[src/rtl/xm_multdiv_latch_pkg.sv]
// Shared definitions for the X/M latch with multdiv stall control:
// opcode fields, setx exception words and the latch FSM state.
package xm_multdiv_latch_pkg;

    localparam logic [4:0] OP_RTYPE = 5'd0;
    localparam logic [4:0] ALU_MULT = 5'b00110;
    localparam logic [4:0] ALU_DIV  = 5'b00111;
    localparam logic [4:0] OP_SETX  = 5'b10101;

    localparam logic [26:0] EXC_MULT    = 27'd4;
    localparam logic [26:0] EXC_DIV     = 27'd5;
    localparam logic [26:0] EXC_TIMEOUT = 27'd6;

    localparam logic [31:0] SETX_MULT    = {OP_SETX, EXC_MULT};
    localparam logic [31:0] SETX_DIV     = {OP_SETX, EXC_DIV};
    localparam logic [31:0] SETX_TIMEOUT = {OP_SETX, EXC_TIMEOUT};
    localparam logic [31:0] TIMEOUT_CODE = 32'd6;

    localparam int         CNT_W   = 6;
    localparam logic [5:0] CNT_MAX = 6'd63;

    typedef enum logic {
        ST_IDLE = 1'b0,
        ST_BUSY = 1'b1
    } md_state_e;

    // R-type with an ALU op of mult or div hands the instruction to multdiv.
    function automatic logic is_multdiv(input logic [31:0] instr);
        return (instr[31:27] == OP_RTYPE) &&
               ((instr[6:2] == ALU_MULT) || (instr[6:2] == ALU_DIV));
    endfunction

endpackage

[src/rtl/xm_multdiv_latch_watchdog.sv]
// Completion watchdog for an in-flight multdiv operation; only built when
// XM_MULTDIV_TIMEOUT_EN is defined.
`ifdef XM_MULTDIV_TIMEOUT_EN
module multdiv_watchdog
    import xm_multdiv_latch_pkg::*;
#(
    parameter int TIMEOUT = 40
) (
    input  logic clock,
    input  logic reset,
    input  logic in_busy,
    input  logic issue,
    input  logic md_ready,
    output logic expired
);

    localparam logic [CNT_W-1:0] LIMIT = CNT_W'(TIMEOUT);

    logic [CNT_W-1:0] cnt_q;
    logic [CNT_W-1:0] cnt_d;

    // A coinciding md_ready beats the timeout, so expiry requires no completion.
    always_comb begin
        expired = in_busy && !md_ready && (cnt_q >= LIMIT);
    end

    always_comb begin
        cnt_d = cnt_q;
        if (issue) begin
            cnt_d = 6'd1;
        end else if (in_busy) begin
            if (md_ready || expired) begin
                cnt_d = '0;
            end else if (cnt_q != CNT_MAX) begin
                cnt_d = cnt_q + 6'd1;
            end
        end
    end

    always_ff @(posedge clock or negedge reset) begin
        if (!reset) begin
            cnt_q <= '0;
        end else begin
            cnt_q <= cnt_d;
        end
    end

endmodule
`endif

[src/rtl/xm_multdiv_latch.sv]
// X/M pipeline latch that bubbles M and stalls F/D/X while a multdiv op runs.
// Optional completion watchdog enabled by defining XM_MULTDIV_TIMEOUT_EN.
module xm_multdiv_latch
    import xm_multdiv_latch_pkg::*;
#(
    parameter int          TIMEOUT = 40,
    parameter logic [31:0] NOP     = 32'h0000_0000
) (
    input  logic        clock,
    input  logic        reset,
    input  logic [31:0] in_instr,
    input  logic [31:0] in_alu_result,
    input  logic [31:0] in_B,
    input  logic [31:0] md_instr,
    input  logic [31:0] md_result,
    input  logic        md_ready,
    output logic        stall,
    output logic [31:0] out_instr,
    output logic [31:0] out_O,
    output logic [31:0] out_B,
    output logic        busy
);

    if (TIMEOUT < 2 || TIMEOUT > 63) begin : g_timeout_range
        $error("xm_multdiv_latch: TIMEOUT must lie in 2..63");
    end

    md_state_e   state_q;
    md_state_e   state_d;
    logic [31:0] out_instr_q;
    logic [31:0] out_instr_d;
    logic [31:0] out_o_q;
    logic [31:0] out_o_d;
    logic [31:0] out_b_q;
    logic [31:0] out_b_d;

    logic is_md;
    logic in_busy;
    logic issue;
    logic expired;

    always_comb begin
        is_md   = is_multdiv(in_instr);
        in_busy = (state_q == ST_BUSY);
        issue   = (state_q == ST_IDLE) && is_md;
    end

`ifdef XM_MULTDIV_TIMEOUT_EN
    multdiv_watchdog #(
        .TIMEOUT (TIMEOUT)
    ) u_watchdog (
        .clock    (clock),
        .reset    (reset),
        .in_busy  (in_busy),
        .issue    (issue),
        .md_ready (md_ready),
        .expired  (expired)
    );
`else
    logic [CNT_W-1:0] cnt_q;
    logic [CNT_W-1:0] cnt_d;

    // Without the watchdog the counter is kept purely as a BUSY-length record.
    always_comb begin
        expired = 1'b0;
        cnt_d   = cnt_q;
        if (issue) begin
            cnt_d = 6'd1;
        end else if (in_busy) begin
            if (md_ready) begin
                cnt_d = '0;
            end else if (cnt_q != CNT_MAX) begin
                cnt_d = cnt_q + 6'd1;
            end
        end
    end

    always_ff @(posedge clock or negedge reset) begin
        if (!reset) begin
            cnt_q <= '0;
        end else begin
            cnt_q <= cnt_d;
        end
    end
`endif

    always_comb begin
        state_d     = state_q;
        out_instr_d = out_instr_q;
        out_o_d     = out_o_q;
        out_b_d     = out_b_q;
        case (state_q)
            ST_IDLE: begin
                if (is_md) begin
                    out_instr_d = NOP;
                    out_o_d     = '0;
                    out_b_d     = '0;
                    state_d     = ST_BUSY;
                end else begin
                    out_instr_d = in_instr;
                    out_o_d     = in_alu_result;
                    out_b_d     = in_B;
                end
            end
            ST_BUSY: begin
                if (md_ready) begin
                    out_instr_d = md_instr;
                    out_o_d     = md_result;
                    out_b_d     = in_B;
                    state_d     = ST_IDLE;
                end else if (expired) begin
                    out_instr_d = SETX_TIMEOUT;
                    out_o_d     = TIMEOUT_CODE;
                    out_b_d     = in_B;
                    state_d     = ST_IDLE;
                end
            end
        endcase
    end

    always_ff @(posedge clock or negedge reset) begin
        if (!reset) begin
            state_q     <= ST_IDLE;
            out_instr_q <= NOP;
            out_o_q     <= '0;
            out_b_q     <= '0;
        end else begin
            state_q     <= state_d;
            out_instr_q <= out_instr_d;
            out_o_q     <= out_o_d;
            out_b_q     <= out_b_d;
        end
    end

    // Stall is combinational so upstream latches freeze on the same edge.
    always_comb begin
        stall = reset && (issue || (in_busy && !md_ready && !expired));
    end

    assign out_instr = out_instr_q;
    assign out_O     = out_o_q;
    assign out_B     = out_b_q;
    assign busy      = in_busy;

endmodule

[config.mk]
export PLATFORM = sky130hd
export DESIGN_NAME = xm_multdiv_latch
export DESIGN_NICKNAME = d
export VERILOG_FILES = /design/src/rtl/xm_multdiv_latch_pkg.sv /design/src/rtl/xm_multdiv_latch_watchdog.sv /design/src/rtl/xm_multdiv_latch.sv
export SDC_FILE = /design/constraint.sdc
export NUM_CORES = 1
export LEC_CHECK = 0
export CAP_MARGIN = 20
export CELL_PAD_IN_SITES_DETAIL_PLACEMENT = 1
export CELL_PAD_IN_SITES_GLOBAL_PLACEMENT = 1
export CORE_MARGIN = 8
export CORE_UTILIZATION = 25
export CTS_CLUSTER_DIAMETER = 120
export CTS_CLUSTER_SIZE = 30
export DETAILED_ROUTE_END_ITERATION = 16
export PLACE_DENSITY_LB_ADDON = 0.1
export SYNTH_ARGS = -nofsm -noshare
export SYNTH_HDL_FRONTEND = slang
export SYNTH_SLANG_ARGS = --single-unit
[constraint.sdc]
create_clock -name clock -period 1.5 [get_ports clock]
set_clock_uncertainty 0.2 [all_clocks]
set_input_delay 0.3 -clock clock [delete_from_list [all_inputs] [get_ports clock]]
set_output_delay 0.3 -clock clock [all_outputs]
set_load 0.1 [all_outputs]
### After elaboration in Yosys (flattened, before gate mapping)

Cells that the tools add are included.

| word-level totals | value |
|---|---|
| register bits after elaboration | 97 |
| output and inout port bits | 98 |
| word-level logic and storage cells | 28 |

| operators by class | value |
|---|---|
| eq/ne operators | 3 |
| muxes and demuxes | 12 |
| bitwise gates (word level) | 1 |
| reduce and logical (&&, ||, !) cells | 8 |

Operators by type and width:

| kind | count |
|---|---|
| $mux W32 | 6 |
| $pmux W32 S2 | 3 |
| $eq A5 B3 Y1 const B | 2 |
| $logic_not A5 Y1 | 1 |
| $logic_and A1 B1 Y1 | 4 |
| $logic_or A1 B1 Y1 | 2 |
| $mux W1 | 2 |
| $ne A2 B2 Y1 const B | 1 |
| $pmux W1 S2 | 1 |
| $logic_not A1 Y1 | 1 |
| $not A1 Y1 | 1 |

### Logic depth before layout (Yosys ltp)

| depth | value |
|---|---|
| word-level depth | 6 |
| mapped depth | 5 |

### Worst setup path before layout

OpenSTA, ideal clock, no wires.

| timing | value |
|---|---|
| path type | register to output |
| start point | reg state_q, in the netlist busy |
| end point | out stall |
| data arrival time | 2.172 ns |
| required time | 1.000 ns |
| slack | -1.172 ns |
| stages on the path, launching flop included | 6 |
| buffers on the path | 2 |
| cell sequence | dfrtp_1 nor2b_1 and3_1 buf_6 buf_8 o21a_1 |

| between the ends | value |
|---|---|
| longest elaborated chain between the ends | 4 |

Ends and longest elaborated chain:

| item | RTL line | RTL |
|---|---|---|
| from (decl) | xm_multdiv_latch.sv:28 | `md_state_e state_q;` |
| from (signal assigned) | xm_multdiv_latch.sv:128 | `state_q <= state_d;` |
| $not A1 Y1 | - |  |
| $logic_and A1 B1 Y1 | xm_multdiv_latch.sv:45 | `issue = (state_q == ST_IDLE) && is_md;` |
| $logic_or A1 B1 Y1 * | xm_multdiv_latch.sv:137 | `stall = reset && (issue \|\| (in_busy && !md_ready && !expired));` |
| $logic_and A1 B1 Y1 * | xm_multdiv_latch.sv:137 |  |
| to (decl) | xm_multdiv_latch.sv:17 | `output logic stall,` |

Every way passes the cells marked *; elsewhere a longest branch is shown, timed or not.

### Worst setup path in the final report

Ends and elaborated chain as after synthesis.

==> metrics.md <==
| Metric | Value |
|---|---|
| IO Pins | `around 260` |
| PwrDens | `~840 mW/mm²` |
| Yosys top cell area share | `0.540` |
| Clock buffer count from CTS | `9` |
| HP Class | `in -> reg` |
| Synth area leader | `dfrtp_1` |
| CTS tree | `done` |
| Design Area, Final | `~0.0095 mm²` |
| Layout Nets | `882` |
| Vias in the first global route | `4974` |
| RD Place Congestion | `0.754` |
| Total global-route track usage | `0.168` |
| Initial antenna violation count | `1` |
| Synth area leaders | `dfrtp_1 (54%), mux2i_1 (14%), a211oi_1 (9.3%)` |
| Largest net degree at the start of global routing | `between 90 and 100` |
| Min Tclk post-route | `around 2.0 ns` |
| Lkg Pwr | `between 0.004 and 0.005 µW` |
| Max Cap Viol | `0` |
| Most frequent cells in the layout | `clkdlybuf4s50_1 (151), buf_12 (112), dfrtp_1 (93)` |
| GRT overflow | `0` |
| Die height | `150 µm` |
| Post-synthesis sequential area ratio | `0.540` |
| Number of vias per cell | `4.59` |
| Critical path's slowest cell | `dfrtp_4` |
| CTS sink cnt | `97` |
| Fin crit share | `1.33` |
| Mean post-synth cell area | `10.4 µm²` |
| Status | `finished, violations left` |
| Setup TNS | `-26.54 ns` |
| Final wirelength | `19500 µm` |
| DRC viols | `0` |
| HPWL Detailed | `14200 µm` |
| Final hold vios | `0` |
| Layout area overhead | `112%` |
| Synthesized instance count | `431` |
| Slew headroom | `0.622` |
| 1st-pass router iterations | `4` |
| 1st-iter DRT viols | `147` |
| Setup ws final | `-0.498 ns` |
| DIE AREA | `0.0225 mm²` |
| Share of cells above drive strength 1 | `0.319` |
| Mapped Area | `0.00450 mm²` |
| DR WL/cell | `20.5 µm` |
| Clk Latency, worst-skew pair | `0.34 ns` |
| DRT antenna net count | `0` |
| Clock root buffer | `clkbuf_16` |
| ANT cells | `0` |
| Core area | `0.0178 mm²` |
| Final cell count without fillers | `953` |
| Critical path launch point type | `flip-flop` |
| #FFs+latches synth | `a little under 100` |
| Peak Freq | `0.500 GHz` |
| First-pass GRT wire length | `slightly below 30000 µm` |
| Hold slack | `approximately 0.2 ns` |
| Starting Density | `0.253` |
| Area post-placement | `0.00860 mm²` |
| CP arrival | `1.50 ns` |
| Number of synthesis warnings | `0` |
| Syn nets | `just under 600` |
| Crit path required time | `1.00 ns` |
| Failing checks | `negative setup slack` |
| Die Wd | `150 µm` |
| Post-Place Cells | `around 910` |
| Routed vias | `around 4400` |
| Unrepaired setup endpoints after global routing | `true` |
| Crit path max fanout | `3` |
| Final setup violation count | `91` |
| WS Path Type | `reg -> out` |
| Pin slew with the least headroom to its limit | `0.567 ns` |
| Max-slew violations | `0` |
| Clk slew on worst S/H paths | `0.07 ns` |
| Most common cell after layout, fill and taps aside | `clkdlybuf4s50_1` |
| Peak supply drop | `0.495 mV` |
| Row count | `49` |
| Post-synthesis cell type count | `23` |
| Buffers added on ports | `260` |
| H-tree lvl count | `3` |
| Clock Path Buffers | `2` |
| # fillers | `1782` |
| Crit end category | `output port` |
| CP cell instances | `nor2b_4 > and3_4 > o21a_4 > buf_12` |
| Biggest cell delay along the critical path | `0.50 ns` |
[worst max-delay path, delay by kind of cell (launching register included)]
kind                   cells  cell delay [ns]
flip-flops                 1             0.50
buffers and inverters      1             0.17
AND/OR/NAND/NOR            2             0.34
AO/OA/AOI/OAI              1             0.14
[logic make-up after synthesis]
group                  synth area share
AND/OR/NAND/NOR                   0.120
multiplexers                      0.143
buffers and inverters            0.0573
flip-flops                        0.540
AO/OA/AOI/OAI                     0.140
[metal layers]
metal	vias to the layer above	GRT usage	wire length, µm	share of wire
li1	2074	-	-	-
met1	2119	0.185	7330	0.38
met2	158	0.294	10200	0.52
met3	18	0.0616	1720	0.088
met4	2	0.0585	276	0.014
met5	-	0	13	0.00067
[path summary, 6_finish.rpt]
check                            start           end  slack (ns)  depth (start not counted)
max                               busy         stall       -0.50                          4
min                        in_instr[5]  out_instr[5]        0.20                          4
max reg2reg                       busy     out_O[12]       -0.41                          9
min reg2reg                  out_B[18]     out_B[18]        0.35                          2
max in group asynchronous        reset      out_O[7]        0.19                          3
min in group asynchronous        reset  out_instr[2]        0.44                          3
[area by class of cell]
class	count	area (µm²)	share of cell area
well taps	229	287	0.0300
flip-flops and latches	97	2430	0.255
multi-input cells	296	2100	0.220
repair buffers	315	4400	0.461
clock buffers	12	246	0.0258
clock inverters	4	76.3	0.00800
[report_power, final]
group / switching [µW] / internal, µW / leakage [µW]
logic: 1450 / 1110 / 0.00287
registers: 153 / 2750 / 0.00113
clock network: 1020 / 1510 / 0.000153
[cells in the mapped netlist]
master / count
a21oi_1: 7
nand2b_1: 1
a22o_1: 1
or2_1: 1
nor2b_1: 2
o21a_1: 1
nor4b_2: 1
buf_8: 1
buf_4: 7
o21ai_0: 31
nor2_1: 63
o21ai_1: 1
clkbuf_1: 12
nor4_2: 1
mux2i_1: 63
buf_2: 8
and3_1: 1
mux2_2: 1
buf_6: 9
dfrtp_1: 97
buf_1: 1
a211oi_1: 56
nand2_1: 65
[flip-flops by register name, indices dropped and copies added, names as in the netlist]
name       flops
busy           1
out_B         32
out_O         32
out_instr     32
[repair_timing]
action	CTS	global route
hold endpoints to repair	97	0
gates resized for setup	16	62
hold buffers	1	0
cloned	4	4
buffers inserted	7	12
setup endpoints to repair	91	94
pin swaps	4	3
[through the flow]
stage / util / setup slack, ns / total power [µW]
after floorplan: - / -0.530 / 4190
after global placement: 0.483 / -0.688 / 5470
after detailed placement: 0.483 / -0.686 / 5500
after CTS: 0.515 / -0.528 / 8090
after global routing: 0.537 / -0.543 / 8310
final: 0.537 / -0.498 / 8010
Power figures use the tool's default switching activity.
